[config.mk]
export PLATFORM = sky130hd
export DESIGN_NAME = mem_access_unit
export DESIGN_NICKNAME = d
export VERILOG_FILES = /design/src/rtl/mem_access_unit.sv
export SDC_FILE = /design/constraint.sdc
export NUM_CORES = 1
export LEC_CHECK = 0
export ABC_AREA = 1
export BUFFER_PORTS_ARGS = -buffer_cell sky130_fd_sc_hd__buf_4
export CAP_MARGIN = 30
export CORE_AREA = 2 2 126 128
export DETAILED_ROUTE_END_ITERATION = 16
export DIE_AREA = 0 0 128 130
export GPL_TIMING_DRIVEN = 1
export HOLD_SLACK_MARGIN = 0.06
export PLACE_DENSITY = 0.78
export SYNTH_ARGS = -nofsm -noshare
export SYNTH_HDL_FRONTEND = slang
export SYNTH_SLANG_ARGS = --single-unit
[constraint.sdc]
create_clock -name clk -period 3.2 [get_ports clk]
set_input_delay 0.32 -clock clk [delete_from_list [all_inputs] [get_ports clk]]
set_output_delay 0.32 -clock clk [all_outputs]
set_load 0.05 [all_outputs]
[src/rtl/mem_access_unit.sv]
// MEM stage of the RV32IF pipeline: drives the data-memory req/ack bus, formats
// load/store data, stalls the front end while an access is outstanding.
module mem_access_unit #(
  parameter int unsigned TIMEOUT_CYCLES = 16
) (
  input  logic        clk,
  input  logic        rst_n,
  input  logic        ex_valid,
  input  logic [31:0] addr_in,
  input  logic [31:0] store_data_in,
  input  logic [31:0] fpu_result_in,
  input  logic [2:0]  funct3_in,
  input  logic [4:0]  rd_in,
  input  logic        mem_read_in,
  input  logic        mem_write_in,
  input  logic        reg_write_in,
  input  logic        mem_to_reg_in,
  input  logic        fp_op_in,
  input  logic        fp_reg_write_in,
  output logic        dmem_req,
  output logic        dmem_we,
  output logic [31:0] dmem_addr,
  output logic [31:0] dmem_wdata,
  output logic [3:0]  dmem_be,
  input  logic [31:0] dmem_rdata,
  input  logic        dmem_ack,
  output logic        mem_stall,
  output logic [31:0] alu_result_mem,
  output logic [31:0] mem_rdata_mem,
  output logic [31:0] fpu_result_mem,
  output logic [4:0]  rd_mem,
  output logic        reg_write_mem,
  output logic        mem_to_reg_mem,
  output logic        fp_op_mem,
  output logic        fp_reg_write_mem,
  output logic        misalign_exc,
  output logic        bus_err
);

  typedef enum logic [1:0] {
    ST_IDLE = 2'd0,
    ST_REQ  = 2'd1,
    ST_RESP = 2'd2
  } state_t;

  localparam logic [7:0] CNT_LAST = 8'(TIMEOUT_CYCLES - 1);

  state_t      state_r, state_nxt_s;
  logic [7:0]  cnt_r;
  logic [31:0] rdata_r;
  logic        err_r;
  logic [1:0]  lane_r;
  logic [2:0]  f3_r;
  logic        memop_s, legal_f3_s, misal_s, go_s, timeout_s;

  function automatic logic [31:0] fmt_load(input logic [31:0] d, input logic [2:0] f3,
                                           input logic [1:0] lane);
    logic [31:0] sh;
    sh = d >> {lane, 3'b000};
    case (f3)
      3'b000:  fmt_load = {{24{sh[7]}}, sh[7:0]};
      3'b001:  fmt_load = {{16{sh[15]}}, sh[15:0]};
      3'b100:  fmt_load = {24'h000000, sh[7:0]};
      3'b101:  fmt_load = {16'h0000, sh[15:0]};
      default: fmt_load = d;
    endcase
  endfunction

  function automatic logic [31:0] st_wdata(input logic [31:0] d, input logic [1:0] sz);
    case (sz)
      2'b00:   st_wdata = {4{d[7:0]}};
      2'b01:   st_wdata = {2{d[15:0]}};
      default: st_wdata = d;
    endcase
  endfunction

  function automatic logic [3:0] st_be(input logic [1:0] sz, input logic [1:0] lane);
    case (sz)
      2'b00:   st_be = 4'b0001 << lane;
      2'b01:   st_be = 4'b0011 << lane;
      default: st_be = 4'b1111;
    endcase
  endfunction

  assign memop_s    = ex_valid & (mem_read_in | mem_write_in);
  assign legal_f3_s = (funct3_in == 3'b000) | (funct3_in == 3'b001) | (funct3_in == 3'b010) |
                      (funct3_in == 3'b100) | (funct3_in == 3'b101);
  assign misal_s    = ((funct3_in[1:0] == 2'b01) & addr_in[0]) |
                      ((funct3_in[1:0] == 2'b10) & (addr_in[1:0] != 2'b00));
  assign go_s       = memop_s & legal_f3_s & ~misal_s;
  assign timeout_s  = (cnt_r == CNT_LAST) & ~dmem_ack;

  assign alu_result_mem = addr_in;
  assign fpu_result_mem = fpu_result_in;
  assign rd_mem         = rd_in;
  assign mem_rdata_mem  = rdata_r;
  assign bus_err        = err_r;

  // State register
  always_ff @(posedge clk or negedge rst_n) begin
    if (!rst_n) begin
      state_r <= ST_IDLE;
    end else begin
      state_r <= state_nxt_s;
    end
  end

  // Next-state logic
  always_comb begin
    state_nxt_s = state_r;
    case (state_r)
      ST_IDLE: begin
        if (go_s) state_nxt_s = ST_REQ;
        else      state_nxt_s = ST_IDLE;
      end
      ST_REQ: begin
        if (dmem_ack || timeout_s) state_nxt_s = ST_RESP;
        else                       state_nxt_s = ST_REQ;
      end
      ST_RESP: state_nxt_s = ST_IDLE;
      default: state_nxt_s = ST_IDLE;
    endcase
  end

  // Bus fields, timeout counter, captured load data and error flag
  always_ff @(posedge clk or negedge rst_n) begin
    if (!rst_n) begin
      dmem_req   <= 1'b0;
      dmem_we    <= 1'b0;
      dmem_addr  <= 32'h0000_0000;
      dmem_wdata <= 32'h0000_0000;
      dmem_be    <= 4'b0000;
      cnt_r      <= 8'd0;
      rdata_r    <= 32'h0000_0000;
      err_r      <= 1'b0;
      lane_r     <= 2'b00;
      f3_r       <= 3'b000;
    end else begin
      case (state_r)
        ST_IDLE: begin
          cnt_r <= 8'd0;
          err_r <= 1'b0;
          if (go_s) begin
            dmem_req   <= 1'b1;
            dmem_we    <= mem_write_in;
            dmem_addr  <= {addr_in[31:2], 2'b00};
            dmem_wdata <= st_wdata(store_data_in, funct3_in[1:0]);
            dmem_be    <= mem_write_in ? st_be(funct3_in[1:0], addr_in[1:0]) : 4'b1111;
            lane_r     <= addr_in[1:0];
            f3_r       <= funct3_in;
          end else begin
            dmem_req <= 1'b0;
          end
        end
        ST_REQ: begin
          if (dmem_ack) begin
            dmem_req <= 1'b0;
            dmem_we  <= 1'b0;
            dmem_be  <= 4'b0000;
            rdata_r  <= fmt_load(dmem_rdata, f3_r, lane_r);
            cnt_r    <= 8'd0;
          end else if (timeout_s) begin
            dmem_req <= 1'b0;
            dmem_we  <= 1'b0;
            dmem_be  <= 4'b0000;
            rdata_r  <= 32'h0000_0000;
            err_r    <= 1'b1;
            cnt_r    <= 8'd0;
          end else begin
            cnt_r <= cnt_r + 8'd1;
          end
        end
        default: begin
          cnt_r <= 8'd0;
          err_r <= 1'b0;
        end
      endcase
    end
  end

  // Stall, exception and MEM/WB control outputs; forced quiet while in reset
  always_comb begin
    mem_stall        = 1'b0;
    misalign_exc     = 1'b0;
    reg_write_mem    = reg_write_in;
    mem_to_reg_mem   = mem_to_reg_in;
    fp_op_mem        = fp_op_in;
    fp_reg_write_mem = fp_reg_write_in;
    case (state_r)
      ST_IDLE: begin
        if (memop_s && !(legal_f3_s && !misal_s)) begin
          misalign_exc     = 1'b1;
          reg_write_mem    = 1'b0;
          fp_reg_write_mem = 1'b0;
        end else if (memop_s) begin
          mem_stall        = 1'b1;
          reg_write_mem    = 1'b0;
          fp_reg_write_mem = 1'b0;
          mem_to_reg_mem   = 1'b0;
        end else begin
          mem_stall = 1'b0;
        end
      end
      ST_REQ: begin
        mem_stall        = 1'b1;
        reg_write_mem    = 1'b0;
        fp_reg_write_mem = 1'b0;
        mem_to_reg_mem   = 1'b0;
      end
      ST_RESP: begin
        if (err_r) begin
          reg_write_mem    = 1'b0;
          fp_reg_write_mem = 1'b0;
        end else begin
          mem_stall = 1'b0;
        end
      end
      default: mem_stall = 1'b0;
    endcase
    if (!rst_n) begin
      mem_stall        = 1'b0;
      misalign_exc     = 1'b0;
      reg_write_mem    = 1'b0;
      mem_to_reg_mem   = 1'b0;
      fp_op_mem        = 1'b0;
      fp_reg_write_mem = 1'b0;
    end else begin
      misalign_exc = misalign_exc;
    end
  end

endmodule

# [Yosys cells after proc, flatten, opt, wreduce, memory -nomap -nowiden]
# Index checks and enable logic that the tools add are counted.
[classes] n_mul=0 n_addsub=1 shift=3 n_mux=47 n_eq_ne=16 reduce_logical=17 bitwise=14 n_div=0 magnitude_cmp=0
[ops] op="32-bit one-hot mux with 4 select lines" count=1
[ops] op="32-bit two-way mux" count=2
[ops] op="32-bit one-hot mux with 2 select lines" count=1
[ops] op="32-bit by 5-bit >> shifter with 16-bit output" count=1
[ops] op="1-bit two-way mux" count=26
[ops] op="8-bit two-way mux" count=3
[ops] op="4-bit two-way mux" count=4
[ops] op="4-bit one-hot mux with 2 select lines" count=2
[ops] op="3-bit == test (second input constant)" count=4
[ops] op="8-bit by 1-bit adder with 8-bit output (second input constant)" count=1
[ops] op="8-bit by 4-bit == test with 1-bit output (second input constant)" count=1
[ops] op="1-bit one-hot mux with 2 select lines" count=4
[ops] op="2-bit AND reduction" count=4
[ops] op="1-bit AND" count=6
[ops] op="3-bit by 1-bit == test with 1-bit output (second input constant)" count=2
[ops] op="3-bit logical NOT" count=2
[ops] op="2-bit != test (second input constant)" count=3
[ops] op="1-bit OR" count=6
[ops] op="1-bit one-hot mux with 3 select lines" count=2
[ops] op="2-bit nonzero test" count=3
[ops] op="2-bit by 1-bit == test with 1-bit output (second input constant)" count=2
[ops] op="2-bit == test (second input constant)" count=2
[ops] op="2-bit logical NOT" count=2
[ops] op="2-bit one-hot mux with 2 select lines" count=1
[ops] op="other kinds (10)" count=13
[totals] input_bits=146 out_inout_bits=178 ramBits=0 latch_bits=0 rom_bits=0 wordCells=109 mem_count=0 reg_bits=116

# [Logic depth before layout (Yosys ltp)]
# Gate-level depths: netlist (run 1).
[depth] ltp_word=11 mapped_depth=11 mapped_depth_nobuf=9

# [Worst setup path after synthesis (run 1)]
# OpenSTA, ideal clock, no wires.
[synth_path] path_type="input -> output" from="in funct3_in[1]" to="out mem_stall" required_time_ps=2880 arrival_time_ps=2149 cell_stages=6 n_path_buf=2 setup_slack_ps=731 path_cell_list="buf_2 > nor2_4 > nand2_1 > nand4_4 > buf_2 > a21boi_0"
[synth_between] elab_chain_len=11 elab_cells_between_ends=21 cone_classes="6 x eq/ne; 3 x mux; 7 x bitwise; 5 x reduce/logical"
[synth_lines] element="start: declaration" line_no="12" source="input logic [2:0] funct3_in,"
[synth_lines] element="3-bit by 1-bit == test with 1-bit output or 3-bit logical NOT (tied branches)" line_no="86" source="assign legal_f3_s = (funct3_in == 3'b000) | (funct3_in == 3'b001) | (funct3_in == 3'b010) |"
[synth_lines] element="1-bit OR (3 in series)" line_no="86"
[synth_lines] element="1-bit OR" line_no="87" source="(funct3_in == 3'b100) | (funct3_in == 3'b101);"
[synth_lines] element="1-bit logical AND (*)" line_no="191" source="if (memop_s && !(legal_f3_s && !misal_s)) begin"
[synth_lines] element="1-bit logical NOT (*)" line_no="191"
[synth_lines] element="1-bit logical AND (*)" line_no="191"
[synth_lines] element="1-bit two-way mux (*)" line_no="191"
[synth_lines] element="1-bit one-hot mux with 2 select lines (*)" line_no="189" source="case (state_r)"
[synth_lines] element="1-bit two-way mux (*)" line_no="220" source="if (!rst_n) begin"
[synth_lines] element="end: declaration" line_no="27" source="output logic mem_stall,"
# Every way passes the cells marked *; elsewhere a longest branch is shown, timed or not.

# [Worst setup path in the final report (run 1)]
[layout_path] from="reg state_r[1]" to="out mem_stall"
[layout_between] elab_chain_len=3 elab_cells_between_ends=4 cone_classes="1 x eq/ne; 2 x mux; 1 x reduce/logical"
[layout_lines] element="start: declaration" line_no="48" source="state_t state_r, state_nxt_s;"
[layout_lines] element="start signal: assignment" line_no="104" source="state_r <= state_nxt_s;"
[layout_lines] element="2-bit by 1-bit == test with 1-bit output or 2-bit logical NOT (tied branches)" line_no="189"
[layout_lines] element="1-bit one-hot mux with 2 select lines (*)" line_no="189"
[layout_lines] element="1-bit two-way mux (*)" line_no="220"
# Marked as above.

==> run summary, run 1 <==
drt pass-1 iters: 5
sequential area share after synthesis: 0.469
Multi-input gate area: 0.00236 sq mm
Final Max Tran Viols: 0
largest net degree at the start of global routing: 86
outcome: finished clean
Startpoint Class: flop
diode count: 0
global route overflow: 0
Max-cap violations: 0
Async S/R FF share, synth: 1.00
Via density: 4.94
PD cells: 965 mW/mm^2
Reg clk slew, reported paths: 0.06 ns
final period utilization: 0.789
crit path DAT: 2.20 ns
routed wire length per instance: 15.4 um
H-tree levels: 4
post-DP HPWL: 13.4 mm
initial DRC count: 462
Req. time, crit path: 2.88 ns
WS Path Type: flop to output port
final std cells w/o fill: 1,188
utilization after layout: 0.538
final setup violating endpoints: 0
floorplan core area: 0.0154 sq mm
Placer Congestion: 0.924
top cells by area, synth: dfrtp_1, nand2_1, buf_4, nand3_1, o21ai_0
most frequent cell after synthesis: nand2_1
Post-CTS Setup Bufs: 0
Post-synth EDFFs: 0
post-synth cell types: 29
Worst-Margin Slew: 0.855 ns
VDD IR max: 0.471 mV
synth cell count leaders: nand2_1, dfrtp_1, buf_4
unrepaired setup endpoints after global routing: no
NumNets Final: 1,130
IO Pins: 324
Period minus WS final: 2.52 ns
layout cell share with drive strength beyond 1: 0.302
synth warn: 0
Hold WS: 0.139 ns
antenna violations before repair: 0
routed via count: 5,870
Critical Path End Type: output port
vias in the first global route: 5,605
routed wire length: 18.3 mm
CTS sink cnt: 116
Die ar.: 0.0166 sq mm
DRC Markers: 0
FF/Latch Area: 0.00290 sq mm
CTS tree: done
FILL cells: 1,466
Worst slew margin: 0.430
layout overhead on the synthesized area: 34.0%
average size of a mapped cell: 7.60 sq um
initial core utilization: 0.402
GRT Total Usage: 0.219
Crit Path Max Fanout: 33
f_max: 0.396 GHz
total CTS buffers: 17
Core Rows: 46
setup TNS: 0 ns
Synth top area share: 0.469
Synth Instances: 815
Max Clock Skew: 0.00615 ns
dpl cells: 1,155
Final ANT Viol Nets: 0
FF+latch count, synth: 116
chip height: 130 um
port bufs: 247
Die Width: 128 um
Clock Latency Late Sink: 0.41 ns
Power Total: 0.00801 W
final hold vios: 0
global-route wire length before repair: 28.2 mm
Synth area leader: dfrtp_1
synthesized area: 0.00619 sq mm
ys flop type: dfrtp_1
leakage power: 4.59 nW
Clock Root Buffer: clkbuf_16
Longest Clk Path Bufs: 2
Hold Crit Class: input port to flop
## critical path, cell delays in order (launching register included)
cell	delay, ns
dfrtp_1	0.42
nor2_2	0.11
buf_4	0.38
nand4_4	0.38
a21boi_0	0.28
buf_4	0.23
## registers in the layout, indices dropped and copies added, names as in the netlist
| signal | flops |
|---|---|
| dmem_we | 1 |
| lane_r | 2 |
| mem_rdata_mem | 32 |
| dmem_be | 4 |
| f3_r | 3 |
| dmem_req | 1 |
| cnt_r | 8 |
| state_r | 2 |
| bus_err | 1 |
| dmem_wdata | 32 |
| dmem_addr | 30 |
## per-stage QoR
step	setup slack, ns	area [sq um]
6_report	0.675	8300
5_1_grt	0.489	8300
2_1_floorplan	0.731	6200
3_5_place_dp	1.12	7630
4_1_cts	0.640	8300
3_3_place_gp	1.13	7630
## layout make-up
type | instances | area share
clock inverters | 14 | 0.0270
repair buffers | 255 | 0.232
multi-input cells | 540 | 0.285
clock buffers | 18 | 0.0529
inverters | 53 | 0.0240
flip-flops and latches | 116 | 0.350
well taps | 192 | 0.0289
## routing by layer
layer,vias to the layer above,GRT usage,wire length (um)
met5,-,0,0
met1,2715,0.267,7480
li1,2851,-,-
met3,25,0.0804,1710
met2,279,0.359,8740
met4,0,0.0776,331
## layout by cell type (no fill, tap or decap), types with 3 or more instances in the layout
master and n:
nor2_1 59, buf_4 253, nand2_1 285, nor2_2 3, clkinv_4 4, o21ai_0 54
o22ai_1 5, a21oi_1 53, inv_2 4, inv_6 3, nand2_2 3, nand3_1 55
inv_1 49, clkbuf_16 17, bufinv_16 5, nor2_4 3, dfrtp_1 116, o31ai_1 5
## power breakdown
| part | leakage [nW] | total (W) | switching (W) | internal (W) |
|---|---|---|---|---|
| Combinational | 2.80 | 0.00360 | 0.00258 | 0.00102 |
| Sequential | 1.47 | 0.00230 | 0.000366 | 0.00193 |
| Clock | 0.321 | 0.00211 | 0.000702 | 0.00141 |
## final timing paths
path,from,end,slack [ns],cells past startpoint
worst min register to register,cnt_r[0],cnt_r[0],0.47,1
max in group asynchronous,rst_n,dmem_addr[28],1.73,3
worst max-delay path,state_r[1],mem_stall,0.68,5
min in group asynchronous,rst_n,dmem_be[0],0.37,2
worst min-delay path,addr_in[17],dmem_addr[17],0.14,3
worst max register to register,state_r[1],dmem_wdata[17],1.22,6
## cell families after synthesis
family,synth area share
and+or+nand+nor,0.275
buffers and inverters,0.150
AOI/OAI and AO/OA,0.103
DFF,0.469
xor gates and xnor gates,0.00141
adders and majority gates,0.00202
other,0.000605
## timing repair
item                                   4_1_cts  5_1_grt
gates resized for setup                      0        0
hold buffers                                 1        0
endpoints found under the hold margin       20        0
No activity file was read; power rests on OpenSTA's default activity.
==> run 2, diff against run 1 <==
Settings changed: ABC_AREA 1 to 0, PLACE_DENSITY 0.78 to 0.77.
Clock period 3.2 ns to 2.4 ns, I/O delays scaled along.
==> run summary, run 2 <==
f_max: 0.490 GHz
VDD IR max: 0.689 mV
CTS tree: done
layout cell share with drive strength beyond 1: 0.433
Reg clk slew, reported paths: 0.06 ns
Crit Path Max Fanout: 28
drt pass-1 iters: 5
Async S/R FF share, synth: 1.00
FF-to-FF path depth: 6
layout overhead on the synthesized area: 38.1%
Final Max Tran Viols: 0
routed wire length per instance: 18.1 um
Placer Congestion: 0.870
Hold Crit Class: input port to flop
post-DP HPWL: 13.0 mm
post-synth cell types: 45
final period utilization: 0.850
final hold vios: 0
top cells by area, synth: dfrtp_1, buf_4, mux2_2, o21ai_0, mux2i_1
synth warn: 0
Layout Cell Area excl Fill: 0.00834 sq mm
IO Pins: 324
synthesized area: 0.00604 sq mm
average size of a mapped cell: 10.2 sq um
Longest Clk Path Bufs: 2
initial DRC count: 285
Via density: 5.23
main combinational cell family by area after synthesis: compound AO/OA/AOI/OAI gates
global route overflow: 0
WS Path Type: input port to output port
CTS sink cnt: 116
Hold Crit Start: addr_in[8]
Final ANT Viol Nets: 0
Post-synth EDFFs: 0
post-synthesis mux area share: 0.127
Worst slew margin: 0.463
global-route wire length before repair: 27.1 mm
Die ar.: 0.0166 sq mm
PD cells: 1230 mW/mm^2
routed via count: 5,142
diode count: 0
Max-cap violations: 0
antenna violations before repair: 0
Adder-Cell Fraction of Synth Area: 0.00207
GRT Total Usage: 0.213
Critical Path End Type: output port
sequential area share after synthesis: 0.481
Synth top area share: 0.481
DRC Markers: 0
compound-gate portion of the synthesized area: 0.158
R2R Path End: dmem_be[3]
Req. time, crit path: 2.16 ns
most frequent cell after synthesis: dfrtp_1
Post-CTS Setup Bufs: 0
Die Width: 128 um
initial core utilization: 0.392
H-tree levels: 4
crit path DAT: 1.80 ns
Placed Area: 0.00759 sq mm
r2r setup slk: 0.39 ns
Clock Root Buffer: clkbuf_16
unrepaired setup endpoints after global routing: no
setup TNS: 0 ns
most frequent cells in the layout: buf_4, dfrtp_1, o21ai_0, mux2_2, a21oi_1
Synth Instances: 591
chip height: 130 um
Synth area leader: dfrtp_1
total CTS buffers: 17
Period minus WS final: 2.04 ns
Startpoint Class: input port
synth cell count leaders: dfrtp_1, buf_4, o21ai_0
Synth Area in XOR/XNOR: 0.00870
Simple-Gate Fraction of Synth Area: 0.104
dpl cells: 941
NumNets Final: 927
ys flop type: dfrtp_1
FF+latch count, synth: 116
origin of the critical flop-to-flop path: cnt_r[0]
floorplan core area: 0.0154 sq mm
Hold Path End: dmem_addr[8]
leakage power: 3.94 nW
port bufs: 247
final setup violating endpoints: 0
final std cells w/o fill: 984
Hold Path Depth: 2
Core Rows: 46
Worst-Margin Slew: 0.806 ns
outcome: finished clean
Max Clock Skew: 0.0113 ns
routed wire length: 17.9 mm
largest net degree at the start of global routing: 72
most common cell after layout, fill and taps aside: buf_4
Clock Latency Late Sink: 0.41 ns
vias in the first global route: 5,068
run 2: routing by layer:
layer | track usage | wire length, um
met5 | 0 | 0
met2 | 0.345 | 8790
met1 | 0.268 | 7290
met3 | 0.0759 | 1540
met4 | 0.0653 | 242
run 2: power by group:
part	leakage (nW)	switching [W]	internal [W]	total (W)
Sequential	1.39	0.000398	0.00254	0.00293
Clock	0.308	0.000881	0.00184	0.00272
Combinational	2.24	0.00309	0.00151	0.00459
Total	3.94	0.00437	0.00588	0.0102
run 2: layout make-up:
class / count / area, sq um
Fill cell: 1367 / 7080
Sequential cell: 116 / 2900
Multi-Input combinational cell: 361 / 2430
Timing Repair Buffer: 274 / 2100
Clock buffer: 22 / 484
Tap cell: 192 / 240
Clock inverter: 9 / 150
Inverter: 10 / 37.5
run 2: kinds of logic after synthesis:
kind of cell / Yosys count
flops: 116
fa+ha+maj: 1
simple gates: 128
xor+xnor: 6
compound gates: 153
buf+inv: 115
other cells: 1
mux: 71
run 2: critical path, cell delays in order:
cell and delay (ns):
dlygate4sd3_1 0.53, buf_4 0.39, o21a_1 0.23, and2_1 0.18, buf_4 0.21
run 2: repair_timing:
action	CTS	global route
gates resized for setup	0	0
hold endpoints to repair	31	0
hold buffers	12	0
setup endpoints to repair	0	0
run 2: worst max path at each step:
stage                            start          endpoint  slack [ns]  cells after the start
after floorplan             state_r[1]      misalign_exc        0.45                      3
after global placement    funct3_in[0]         mem_stall        0.45                      6
after detailed placement      cnt_r[0]        dmem_be[1]        0.41                      6
after CTS                        rst_n      misalign_exc        0.33                      5
after global routing          cnt_r[0]        dmem_be[3]        0.25                      6
final                            rst_n  fp_reg_write_mem        0.36                      5
run 2: metrics by stage:
stage	worst slack, ns	hold slack [ns]	util	total power, W
finish	0.361	0.0796	0.541	0.0102
CTS	0.332	0.0607	0.541	0.0103
floorplan	0.452	-0.0556	-	0.00617
global placement	0.452	0.220	0.492	0.00747
global route	0.249	0.0624	0.541	0.0107
detailed placement	0.411	0.205	0.492	0.00754
==> run 3, diff against run 2 <==
Settings changed: CORE_AREA 2 2 126 128 to 2 2 125 127, DIE_AREA 0 0 128 130 to 0 0 127 129, PLACE_DENSITY 0.77 to 0.81.
Clock period 2.4 ns to 1.65 ns, I/O delays scaled along.
==> run summary, run 3 (synthesized netlist as in run 2, its figures left out) <==
Startpoint Class: flop
H-tree levels: 4
final hold vios: 0
r2r setup slk: -0.1 ns
PD cells: 1640 mW/mm^2
CTS tree: done
routed via count: 5,570
Crit path largest cell delay: 0.46 ns
Layout Cell Area excl Fill: 0.00945 sq mm
leakage power: 4.43 nW
initial DRC count: 320
routed wire length per instance: 18.5 um
crit-path most repeated cell: a221o_1
Worst-Margin Slew: 0.666 ns
dpl cells: 964
largest net degree at the start of global routing: 53
global-route wire length before repair: 30.0 mm
most frequent cells in the layout: buf_4, dfrtp_1, dlygate4sd3_1, mux2_2
FF-to-FF path depth: 4
Power Total: 0.0155 W
Crit Path Max Fanout: 7
Max Clock Skew: 0.0152 ns
unrepaired setup endpoints after global routing: yes
slowest CP cell: dfrtp_2
Comb power frac: 0.473
switching share of power: 0.434
R2R Path End: mem_rdata_mem[11]
Final WS setup: -0.0985 ns
Clock Latency Late Sink: 0.42 ns
antenna violations before repair: 0
vias in the first global route: 5,603
Req. time, crit path: 1.94 ns
f_max: 0.572 GHz
Final Max Tran Viols: 0
Period minus WS final: 1.75 ns
NumNets Final: 1,020
origin of the critical flop-to-flop path: lane_r[1]
Core Rows: 45
Clock Root Buffer: clkbuf_16
total CTS buffers: 17
crit path DAT: 2.04 ns
final period utilization: 1.06
layout cell share with drive strength beyond 1: 0.472
Die Width: 127 um
Max-cap violations: 0
Hold Crit Class: input port to flop
final setup violating endpoints: 9
DRC Markers: 0
utilization after layout: 0.631
Via density: 5.19
failing checks: setup timing
routed wire length: 19.9 mm
sequential power share: 0.276
layout overhead on the synthesized area: 56.5%
Final ANT Viol Nets: 0
Placed Area: 0.00783 sq mm
Placer Congestion: 0.878
initial core utilization: 0.403
most common cell after layout, fill and taps aside: buf_4
outcome: complete, but fails checks
port bufs: 247
drt pass-1 iters: 5
final std cells w/o fill: 1,074
Die ar.: 0.0164 sq mm
Longest Clk Path Bufs: 2
global route overflow: 0
crit-path cells: mux2_4, a221o_1, and2_4, a221o_1
CTS sink cnt: 116
Worst slew margin: 0.556
switching power: 0.00673 W
chip height: 129 um
Reg clk slew, reported paths: 0.06 ns
Critical Path End Type: flop
GRT Total Usage: 0.236
IO Pins: 324
CP endpoint: mem_rdata_mem[11]
WS Path Type: flop to flop
critical path launch point: lane_r[1]
floorplan core area: 0.0150 sq mm
clock network power share: 0.250
VDD IR max: 1.10 mV
post-DP HPWL: 13.4 mm
diode count: 0
Power Internal: 0.00878 W
run 3: what timing repair did:
item,in CTS,in global routing
setup buffers,3,5
endpoints found under the setup margin,32,45
cloned,1,1
hold endpoints to repair,134,0
pin swaps,7,22
hold buffers,68,0
resized for setup,28,53
run 3: critical path, delay by kind of cell (launching register included):
kind	cells	cell delay, ns
AOI/OAI and AO/OA	2	0.65
muxes	1	0.32
and+or+nand+nor	1	0.20
DFF	1	0.46
run 3: how the worst min path moves through the flow:
stage | endpoint | cells after the start | startpoint
finish | dmem_wdata[14] | 3 | store_data_in[14]
global route | dmem_wdata[23] | 3 | store_data_in[23]
CTS | mem_rdata_mem[21] | 4 | dmem_rdata[21]
detailed placement | mem_rdata_mem[0] | 1 | rst_n
global placement | mem_rdata_mem[0] | 1 | rst_n
floorplan | bus_err | 0 | rst_n
run 3: final cells by class:
| cell class | instances | area, sq um |
|---|---|---|
| clock inverter | 13 | 173 |
| timing repair buffer | 367 | 3060 |
| inverter | 10 | 37.5 |
| fill | 1173 | 5520 |
| clock buffer | 19 | 453 |
| multi-input combinational | 361 | 2590 |
| sequential | 116 | 2910 |
| tap | 188 | 235 |
run 3: through the flow:
stage,hold slack (ns),TNS (ns),setup WS (ns)
4_1_cts,0.0662,-0.507,-0.0905
2_1_floorplan,-0.131,-0.802,-0.0681
6_report,0.0727,-0.701,-0.0985
3_3_place_gp,0.0210,-0.215,-0.0318
5_1_grt,0.0649,-1.73,-0.150
3_5_place_dp,0.0204,-0.833,-0.0846
run 3: power by group through the flow:
stage / logic [W] / clock network, W / registers [W]
floorplan: 0.00198 / 0 / 0.00700
finish: 0.00734 / 0.00388 / 0.00428
CTS: 0.00701 / 0.00396 / 0.00426
global route: 0.00766 / 0.00408 / 0.00439
global placement: 0.00672 / 0 / 0.00426
detailed placement: 0.00679 / 0 / 0.00428
run 3: layer usage:
layer	share of wire	global-route usage	wire length, um	vias up
met5	0	0	0	-
met1	0.40	0.289	8000	2711
met4	0.013	0.0601	259	0
met2	0.51	0.401	10100	256
li1	-	-	-	2576
met3	0.078	0.0815	1560	27
